**src/rtl/snowman_pkg.sv**
```systemverilog
// Shared colours, snowman geometry and motion state type for the snowman renderer.
package snowman_pkg;

    localparam logic [11:0] SKY    = 12'h48C;
    localparam logic [11:0] GROUND = 12'hCCD;
    localparam logic [11:0] SNOW   = 12'hFFF;
    localparam logic [11:0] EYE    = 12'h000;
    localparam logic [11:0] BLANK  = 12'h000;

    // First vertical-blanking line; the frame tick fires at its column 0.
    localparam logic [9:0] TICK_ROW = 10'd480;

    localparam int unsigned N_BALLS = 3;
    localparam int          BALL_DY [N_BALLS] = '{0, -62, -106};
    localparam int unsigned BALL_R  [N_BALLS] = '{40, 28, 18};
    localparam logic [21:0] BALL_R2 [N_BALLS] = '{22'(BALL_R[0] * BALL_R[0]),
                                                  22'(BALL_R[1] * BALL_R[1]),
                                                  22'(BALL_R[2] * BALL_R[2])};

    localparam int                 EYE_DY   = -110;
    localparam logic signed [10:0] EYE_DX   = 11'sd6;
    localparam logic signed [10:0] EYE_HALF = 11'sd1;

    typedef enum logic {MOVE_RIGHT, MOVE_LEFT} dir_t;

    function automatic logic [20:0] sq(input logic signed [10:0] a);
        logic signed [21:0] w;
        w = 22'(a);
        return 21'(w * w);
    endfunction

endpackage

```
**src/rtl/snowman_motion.sv**
```systemverilog
// Frame-tick detection and bouncing horizontal position of the snowman.
module snowman_motion
    import snowman_pkg::*;
#(
    parameter int unsigned X_INIT = 320,
    parameter int unsigned X_MIN  = 40,
    parameter int unsigned X_MAX  = 599,
    parameter int unsigned STEP   = 2
) (
    input  logic       clk,
    input  logic       rst_n,
    input  logic [9:0] h_cnt,
    input  logic [9:0] v_cnt,
    input  logic       move_en,
    output logic [9:0] pos_x
);

    dir_t dir;
    logic tick;

    assign tick = (h_cnt == '0) && (v_cnt == TICK_ROW);

    // Limits compared in 11 bits so the step can never wrap past either edge.
    always_ff @(posedge clk or negedge rst_n) begin
        if (!rst_n) begin
            pos_x <= 10'(X_INIT);
            dir   <= MOVE_RIGHT;
        end else if (tick && move_en) begin
            unique case (dir)
                MOVE_RIGHT: begin
                    if ({1'b0, pos_x} + 11'(STEP) >= 11'(X_MAX)) begin
                        pos_x <= 10'(X_MAX);
                        dir   <= MOVE_LEFT;
                    end else begin
                        pos_x <= pos_x + 10'(STEP);
                    end
                end
                MOVE_LEFT: begin
                    if ({1'b0, pos_x} <= 11'(X_MIN) + 11'(STEP)) begin
                        pos_x <= 10'(X_MIN);
                        dir   <= MOVE_RIGHT;
                    end else begin
                        pos_x <= pos_x - 10'(STEP);
                    end
                end
            endcase
        end
    end

endmodule

```
**src/rtl/snowman_renderer.sv**
```systemverilog
// Two-stage pixel pipeline drawing sky, ground and a sliding three-ball snowman
// with sync outputs delayed to stay aligned with the registered colour.
module snowman_renderer
    import snowman_pkg::*;
#(
    parameter int unsigned X_INIT   = 320,
    parameter int unsigned Y_BASE   = 400,
    parameter int unsigned X_MIN    = 40,
    parameter int unsigned X_MAX    = 599,
    parameter int unsigned STEP     = 2,
    parameter int unsigned GROUND_Y = 440
) (
    input  logic       clk,
    input  logic       rst_n,
    input  logic [9:0] h_cnt,
    input  logic [9:0] v_cnt,
    input  logic       visible,
    input  logic       hsync_in,
    input  logic       vsync_in,
    input  logic       move_en,
    output logic [3:0] vga_r,
    output logic [3:0] vga_g,
    output logic [3:0] vga_b,
    output logic       hsync_o,
    output logic       vsync_o
);

    logic [9:0] pos_x;

    snowman_motion #(
        .X_INIT(X_INIT),
        .X_MIN (X_MIN),
        .X_MAX (X_MAX),
        .STEP  (STEP)
    ) u_motion (
        .clk    (clk),
        .rst_n  (rst_n),
        .h_cnt  (h_cnt),
        .v_cnt  (v_cnt),
        .move_en(move_en),
        .pos_x  (pos_x)
    );

    logic signed [10:0] dx_c, v_s, edy_c;
    logic signed [10:0] dy_c [N_BALLS];
    logic               eye_c;

    always_comb begin
        v_s   = signed'({1'b0, v_cnt});
        dx_c  = signed'({1'b0, pos_x}) - signed'({1'b0, h_cnt});
        for (int unsigned i = 0; i < N_BALLS; i++) begin
            dy_c[i] = 11'(int'(Y_BASE) + BALL_DY[i]) - v_s;
        end
        edy_c = 11'(int'(Y_BASE) + EYE_DY) - v_s;
        eye_c = (edy_c >= -EYE_HALF) && (edy_c <= EYE_HALF) &&
                (((dx_c >= EYE_DX - EYE_HALF) && (dx_c <= EYE_DX + EYE_HALF)) ||
                 ((dx_c >= -EYE_DX - EYE_HALF) && (dx_c <= -EYE_DX + EYE_HALF)));
    end

    logic signed [10:0] s1_dx;
    logic signed [10:0] s1_dy [N_BALLS];
    logic               s1_eye, s1_ground, s1_vis, s1_hs, s1_vs;

    always_ff @(posedge clk or negedge rst_n) begin
        if (!rst_n) begin
            s1_dx <= '0;
            for (int unsigned i = 0; i < N_BALLS; i++) begin
                s1_dy[i] <= '0;
            end
            s1_eye    <= 1'b0;
            s1_ground <= 1'b0;
            s1_vis    <= 1'b0;
            s1_hs     <= 1'b1;
            s1_vs     <= 1'b1;
        end else begin
            s1_dx <= dx_c;
            for (int unsigned i = 0; i < N_BALLS; i++) begin
                s1_dy[i] <= dy_c[i];
            end
            s1_eye    <= eye_c;
            s1_ground <= v_cnt >= 10'(GROUND_Y);
            s1_vis    <= visible;
            s1_hs     <= hsync_in;
            s1_vs     <= vsync_in;
        end
    end

    logic [21:0] d2;
    logic        ball_c;
    logic [11:0] colour_c;

    always_comb begin
        d2     = '0;
        ball_c = 1'b0;
        for (int unsigned i = 0; i < N_BALLS; i++) begin
            d2 = 22'(sq(s1_dx)) + 22'(sq(s1_dy[i]));
            if (d2 <= BALL_R2[i]) begin
                ball_c = 1'b1;
            end
        end
        if (!s1_vis)        colour_c = BLANK;
        else if (s1_eye)    colour_c = EYE;
        else if (ball_c)    colour_c = SNOW;
        else if (s1_ground) colour_c = GROUND;
        else                colour_c = SKY;
    end

    logic [11:0] rgb;

    always_ff @(posedge clk or negedge rst_n) begin
        if (!rst_n) begin
            rgb     <= '0;
            hsync_o <= 1'b1;
            vsync_o <= 1'b1;
        end else begin
            rgb     <= colour_c;
            hsync_o <= s1_hs;
            vsync_o <= s1_vs;
        end
    end

    assign vga_r = rgb[11:8];
    assign vga_g = rgb[7:4];
    assign vga_b = rgb[3:0];

endmodule

```
**config.mk**
```make
export PLATFORM = sky130hd
export DESIGN_NAME = snowman_renderer
export DESIGN_NICKNAME = d
export VERILOG_FILES = /design/src/rtl/snowman_pkg.sv /design/src/rtl/snowman_motion.sv /design/src/rtl/snowman_renderer.sv
export SDC_FILE = /design/constraint.sdc
export NUM_CORES = 1
export LEC_CHECK = 0
export CORE_MARGIN = 2
export CORE_UTILIZATION = 30
export DETAILED_ROUTE_END_ITERATION = 12
export PLACE_DENSITY = 0.51
export SYNTH_ARGS = -nofsm -noshare
export SYNTH_HDL_FRONTEND = slang
export SYNTH_SLANG_ARGS = --single-unit
```
**constraint.sdc**
```tcl
create_clock -name clk -period 16.4 [get_ports clk]
set_clock_uncertainty 0.2 [all_clocks]
set_input_delay 3.28 -clock clk [delete_from_list [all_inputs] [get_ports clk]]
set_output_delay 3.28 -clock clk [all_outputs]
set_load 0.1 [all_outputs]
```
==> impl_metrics.json, run 1 <==
{
  "status": "finished, final reports clean",
  "initialDrtViolationCount": 831,
  "met3_length_um": 1496,
  "min_period_ns": 8.894,
  "setup_viol": 0,
  "ys_warn_count": 0,
  "clock.fmax_ghz": 0.1124,
  "slowest_delay_ns": 0.56,
  "rows": 101,
  "crit_top_cell": "fa_1",
  "synth-seq-area-share_pct": 6.796,
  "crit_path_end_kind": "register",
  "clockRootBuffer": "clkbuf_16",
  "synth_common_cells": "inv_1, fa_1, ha_1, nand2_1, xnor2_1",
  "cts_tree": "done",
  "ys_types": 97,
  "insertion_delay_ns": 0.36,
  "port_buffers": 39,
  "area_growth_pct": 7.178,
  "synth_top_area_share_pct": 35.26,
  "nFillCells": 8026,
  "syn-instance-count": 2663,
  "grt_pass1_vias": 17459,
  "drt_wl_total_um": 54970,
  "cts-hold-fix-buffers": 0,
  "slowest_stage": "inv_1",
  "rrSetupSlack_ns": 7.51,
  "reg2reg_from": "s1_dy[0]",
  "nets": 3290,
  "core_area_um2": 75820,
  "vias": 16916,
  "antenna_found_initial": 0,
  "pin_count": 40,
  "design.die.area_um2": 78690,
  "hold_viol_final": 0,
  "synthArstFlopShare_pct": 100.0,
  "drc_errors": 0,
  "placed_cells": 3612,
  "slew_headroom_pct": 24.03,
  "drt-met1-wl_um": 25720,
  "grt_start_max_net_pins": 63,
  "dieHeight_um": 280.5,
  "grtUsageTotal_pct": 14.64,
  "min_path_type": "reg -> reg",
  "cp.arrival_ns": 8.99,
  "wl_per_cell_um": 15.15,
  "netlist_top_cells_area": "fa_1, ha_1, inv_1",
  "post-dp-hpwl_um": 47580,
  "fin_hold_ws_ns": 0.1569,
  "crit_fanout": 24,
  "synth_flop_cell": "dfrtp_1",
  "synth_most_common_cell": "inv_1",
  "syn_area_per_cell_um2": 8.614,
  "post_cts_buffers": 0,
  "cts.clk_slew.worst_paths_ns": 0.06,
  "overflow": 0,
  "top_layer_used": "met4",
  "ctsResizeCount": 0,
  "stdcell_count": 3628,
  "r2r-end": "rgb[6]",
  "post-route-period-util_pct": 54.23,
  "critPathRequiredTime_ns": 16.49,
  "fin_util_pct": 32.42,
  "diodes": 0,
  "synth_seq_cells": 62,
  "fin_tns_setup_ns": 0,
  "dr.pass1.iters": 5,
  "numCtsBuffers": 9,
  "worst_slew_pin_slew_ns": 1.140,
  "crit_path_start": "s1_dy[0]",
  "synth_area_leader_cell": "fa_1",
  "drtAntennaViolNets": 0,
  "die_w_um": 280.5,
  "clock_path_buffers": 2,
  "final-max-slew-violation-count": 0,
  "cts_sinks": 62,
  "syn_area_um2": 22940,
  "initial_core_util_pct": 30.25,
  "worstSetupEndpoint": "rgb[6]",
  "htree_levels": 3,
  "met2_length_um": 26700,
  "max_cap_viol_count": 0,
  "reg2reg_depth": 30,
  "via_per_inst": 4.663,
  "gp_congestion": 0.8320,
  "rsz0062_at_grt": "false",
  "drive_above_1_share_pct": 3.094,
  "syn_nets": 3308,
  "path_class": "reg -> reg",
  "synth_enable_flop_cells": 0,
  "start_kind": "register",
  "grt_pass1_wl_um": 91670
}
how the worst min path moves through the flow:
stage               startpoint  endpoint  slack (ns)  depth (start not counted)
floorplan                s1_hs   hsync_o        0.15                          0
global placement         s1_vs   vsync_o        0.15                          0
detailed placement       s1_vs   vsync_o        0.15                          0
CTS                      s1_hs   hsync_o        0.16                          0
global route             s1_vs   vsync_o        0.16                          0
finish                   s1_hs   hsync_o        0.16                          0
critical path, delay by kind of cell, from the launching register on:
kind,cells,cell delay [ns]
AO/OA/AOI/OAI,10,2.35
XOR/XNOR,1,0.16
adder cells (fa/ha/maj),7,3.25
buffers and inverters,5,0.94
flip-flops,1,0.35
AND/OR/NAND/NOR,7,1.55
logic make-up after synthesis:
| group | synth area share [%] |
|---|---|
| buffers and inverters | 12.85 |
| adders and majority gates | 47.12 |
| and+or+nand+nor | 13.19 |
| AOI/OAI and AO/OA | 13.06 |
| xor gates and xnor gates | 6.447 |
| DFF | 6.796 |
| muxes | 0.5455 |
stage by stage:
step,setup slack (ns),cell area (um^2)
3_5_place_dp,7.470,24270
2_1_floorplan,8.256,22940
6_report,7.506,24580
4_1_cts,7.470,24580
5_1_grt,6.810,24580
3_3_place_gp,7.551,24270
layout by cell type (no fill, tap or decap), types with 8 or more instances in the layout:
master             n
inv_1            693
fa_1             404
ha_1             215
nand2_1          155
xnor2_1          123
nor2_1           119
a21oi_1          110
and2_1           106
o21ai_0           75
dfrtp_1           56
nor2b_1           48
nor3_1            39
clkdlybuf4s50_1   38
xor2_1            37
a21o_1            34
nand3_1           28
a211oi_1          23
nand2b_1          21
a31oi_1           19
o21bai_1          17
and3_1            16
o21a_1            14
a21boi_0          14
or3_1             12
nor4_1            12
o211ai_1          10
a211o_1            9
o31ai_1            9
clkbuf_16          9
o21ai_1            8
mux2i_1            8
or2_2              8
a31o_2             8
buf_4              8
sequential cells by signal, summed over array words and instances, names as in the netlist:
name,flops
s1_vs,1
rgb,3
u_motion.pos_x,10
s1_hs,1
hsync_o,1
s1_eye,1
s1_dy,30
vsync_o,1
s1_dx,11
s1_vis,1
u_motion.dir,1
s1_ground,1
per-layer routing:
layer / up-vias / track usage [%]
li1: 8296 / -
met2: 203 / 24.87
met4: 0 / 3.784
met5: - / 0
met1: 8374 / 20.02
met3: 43 / 1.224
cell type report:
class	instances	area [um^2]	area share, %
multi-input combinational	1830	18430	74.98
inverter	696	2613	10.63
sequential	62	1559	6.341
tap	978	1224	4.977
timing repair buffer	46	440.4	1.791
clock buffer	12	246.5	1.003
clock inverter	4	70.07	0.2850
Power of run 1 is left out: the tool's default activity adds up to more than one toggle a clock period on the data nets, which glitch-free logic cannot reach.
==> run 2, diff against run 1 <==
==> constraint.sdc (replaced) <==
create_clock -name clk -period 8.7 [get_ports clk]
set_clock_uncertainty 0.2 [all_clocks]
set_input_delay 1.74 -clock clk [delete_from_list [all_inputs] [get_ports clk]]
set_output_delay 1.74 -clock clk [all_outputs]
set_load 0.1 [all_outputs]
==> impl_metrics.json, run 2 (same netlist as run 1, synthesis figures left out) <==
{
  "final_common_cell": "inv_1",
  "final_cell_area_um2": 25080,
  "wl_per_cell_um": 15.15,
  "slowest_delay_ns": 0.55,
  "setup_viol": 0,
  "crit_fanout": 8,
  "drive_above_1_share_pct": 5.880,
  "clock.fmax_ghz": 0.1210,
  "clock_path_buffers": 2,
  "top_regs": "s1_dy: 30 flops, s1_dx: 11 flops, u_motion.pos_x: 10 flops",
  "nFillCells": 8054,
  "cp.arrival_ns": 8.35,
  "cts_tree": "done",
  "crit_path_end_kind": "register",
  "met3_length_um": 1287,
  "grt_pass1_vias": 17276,
  "placed_cell_area_um2": 24600,
  "met2_length_um": 27510,
  "grtUsageTotal_pct": 14.78,
  "numCtsBuffers": 9,
  "path_class": "reg -> reg",
  "rows": 101,
  "top_register": "s1_dy",
  "min_path_type": "reg -> reg",
  "hold_viol_final": 0,
  "port_buffers": 39,
  "pin_count": 40,
  "crit_path_start": "s1_dy[31]",
  "post-route-period-util_pct": 94.98,
  "diodes": 0,
  "drt-met1-wl_um": 26370,
  "grt_pass1_wl_um": 92040,
  "clockRootBuffer": "clkbuf_16",
  "die_w_um": 280.5,
  "status": "finished, final reports clean",
  "post-dp-hpwl_um": 48720,
  "fin_tns_setup_ns": 0,
  "slew_headroom_pct": 32.03,
  "crit_top_cell": "fa_1",
  "final-max-slew-violation-count": 0,
  "initialDrtViolationCount": 1005,
  "cp.buffers_inverters": 5,
  "cts_sinks": 62,
  "design.die.area_um2": 78690,
  "drt_wl_total_um": 55790,
  "dr.pass1.iters": 6,
  "dp_slack_ns": 0.2515,
  "drtAntennaViolNets": 0,
  "initial_core_util_pct": 30.25,
  "reg2reg_from": "s1_dy[31]",
  "worst_slew_pin_slew_ns": 1.016,
  "crit_family": "adder cells",
  "area_growth_pct": 9.355,
  "overflow": 0,
  "vias": 17035,
  "min_period_ns": 8.263,
  "gp_congestion": 0.8345,
  "drc_errors": 0,
  "antenna_found_initial": 0,
  "critPathRequiredTime_ns": 8.79,
  "fin_ws_ns": 0.4365,
  "dieHeight_um": 280.5,
  "grt_start_max_net_pins": 63,
  "hp-start": "s1_hs",
  "nets": 3344,
  "slowest_stage": "or4_4",
  "largest_reg_flops": 30,
  "max_cap_viol_count": 0,
  "via_per_inst": 4.627,
  "top_layer_used": "met4",
  "core_area_um2": 75820,
  "htree_levels": 3,
  "layout_common_cells": "inv_1, fa_1, ha_1",
  "start_kind": "register",
  "cts.clk_slew.worst_paths_ns": 0.06,
  "insertion_delay_ns": 0.36,
  "cts-hold-fix-buffers": 0
}
==> run 2: metal layers <==
layer / up-vias / global-route usage, %
met5: - / 0
met4: 0 / 2.358
met3: 22 / 1.316
met2: 176 / 25.38
met1: 8428 / 20.51
li1: 8409 / -
==> run 2: area by class of cell <==
type                    instances  area (um^2)  share of cell area [%]
flip-flops and latches         62         1573                   6.270
clock buffers                  12        256.5                   1.023
well taps                     978         1224                   4.878
repair buffers                100        849.6                   3.387
multi-input cells            1830        18500                   73.73
clock inverters                 4        70.07                  0.2793
inverters                     696         2616                   10.43
==> run 2: final timing paths <==
path	endpoint	slack [ns]	cells after the start
max	rgb[6]	0.44	30
min reg2reg	hsync_o	0.15	0
min in group asynchronous	u_motion.pos_x[7]	1.28	1
max reg2reg	rgb[6]	0.44	30
max in group asynchronous	s1_dy[25]	6.38	1
min	hsync_o	0.15	0
==> run 2: worst register-to-register path: cells and delay by family, from the launching register on <==
kind / cells / cell delay [ns]
adder cells (fa/ha/maj): 7 / 3.22
AO/OA/AOI/OAI: 10 / 2.33
AND/OR/NAND/NOR: 7 / 1.51
buffers and inverters: 5 / 0.41
flip-flops: 1 / 0.39
XOR/XNOR: 1 / 0.11
==> run 2: timing repair <==
item,CTS,global route
gates resized for setup,0,31
endpoints found under the setup margin,0,2
setup buffers,0,10
==> run 2: metrics by stage <==
step | hold slack, ns | utilization, % | std cells
5_1_grt | 0.1563 | 33.08 | 3682
4_1_cts | 0.1545 | 32.87 | 3672
3_5_place_dp | 0.1472 | 32.44 | 3656
6_report | 0.1530 | 33.08 | 3682
2_1_floorplan | 0.1452 | - | 2663
3_3_place_gp | 0.1454 | 32.44 | 3656
Power of run 2 is left out for the same reason.
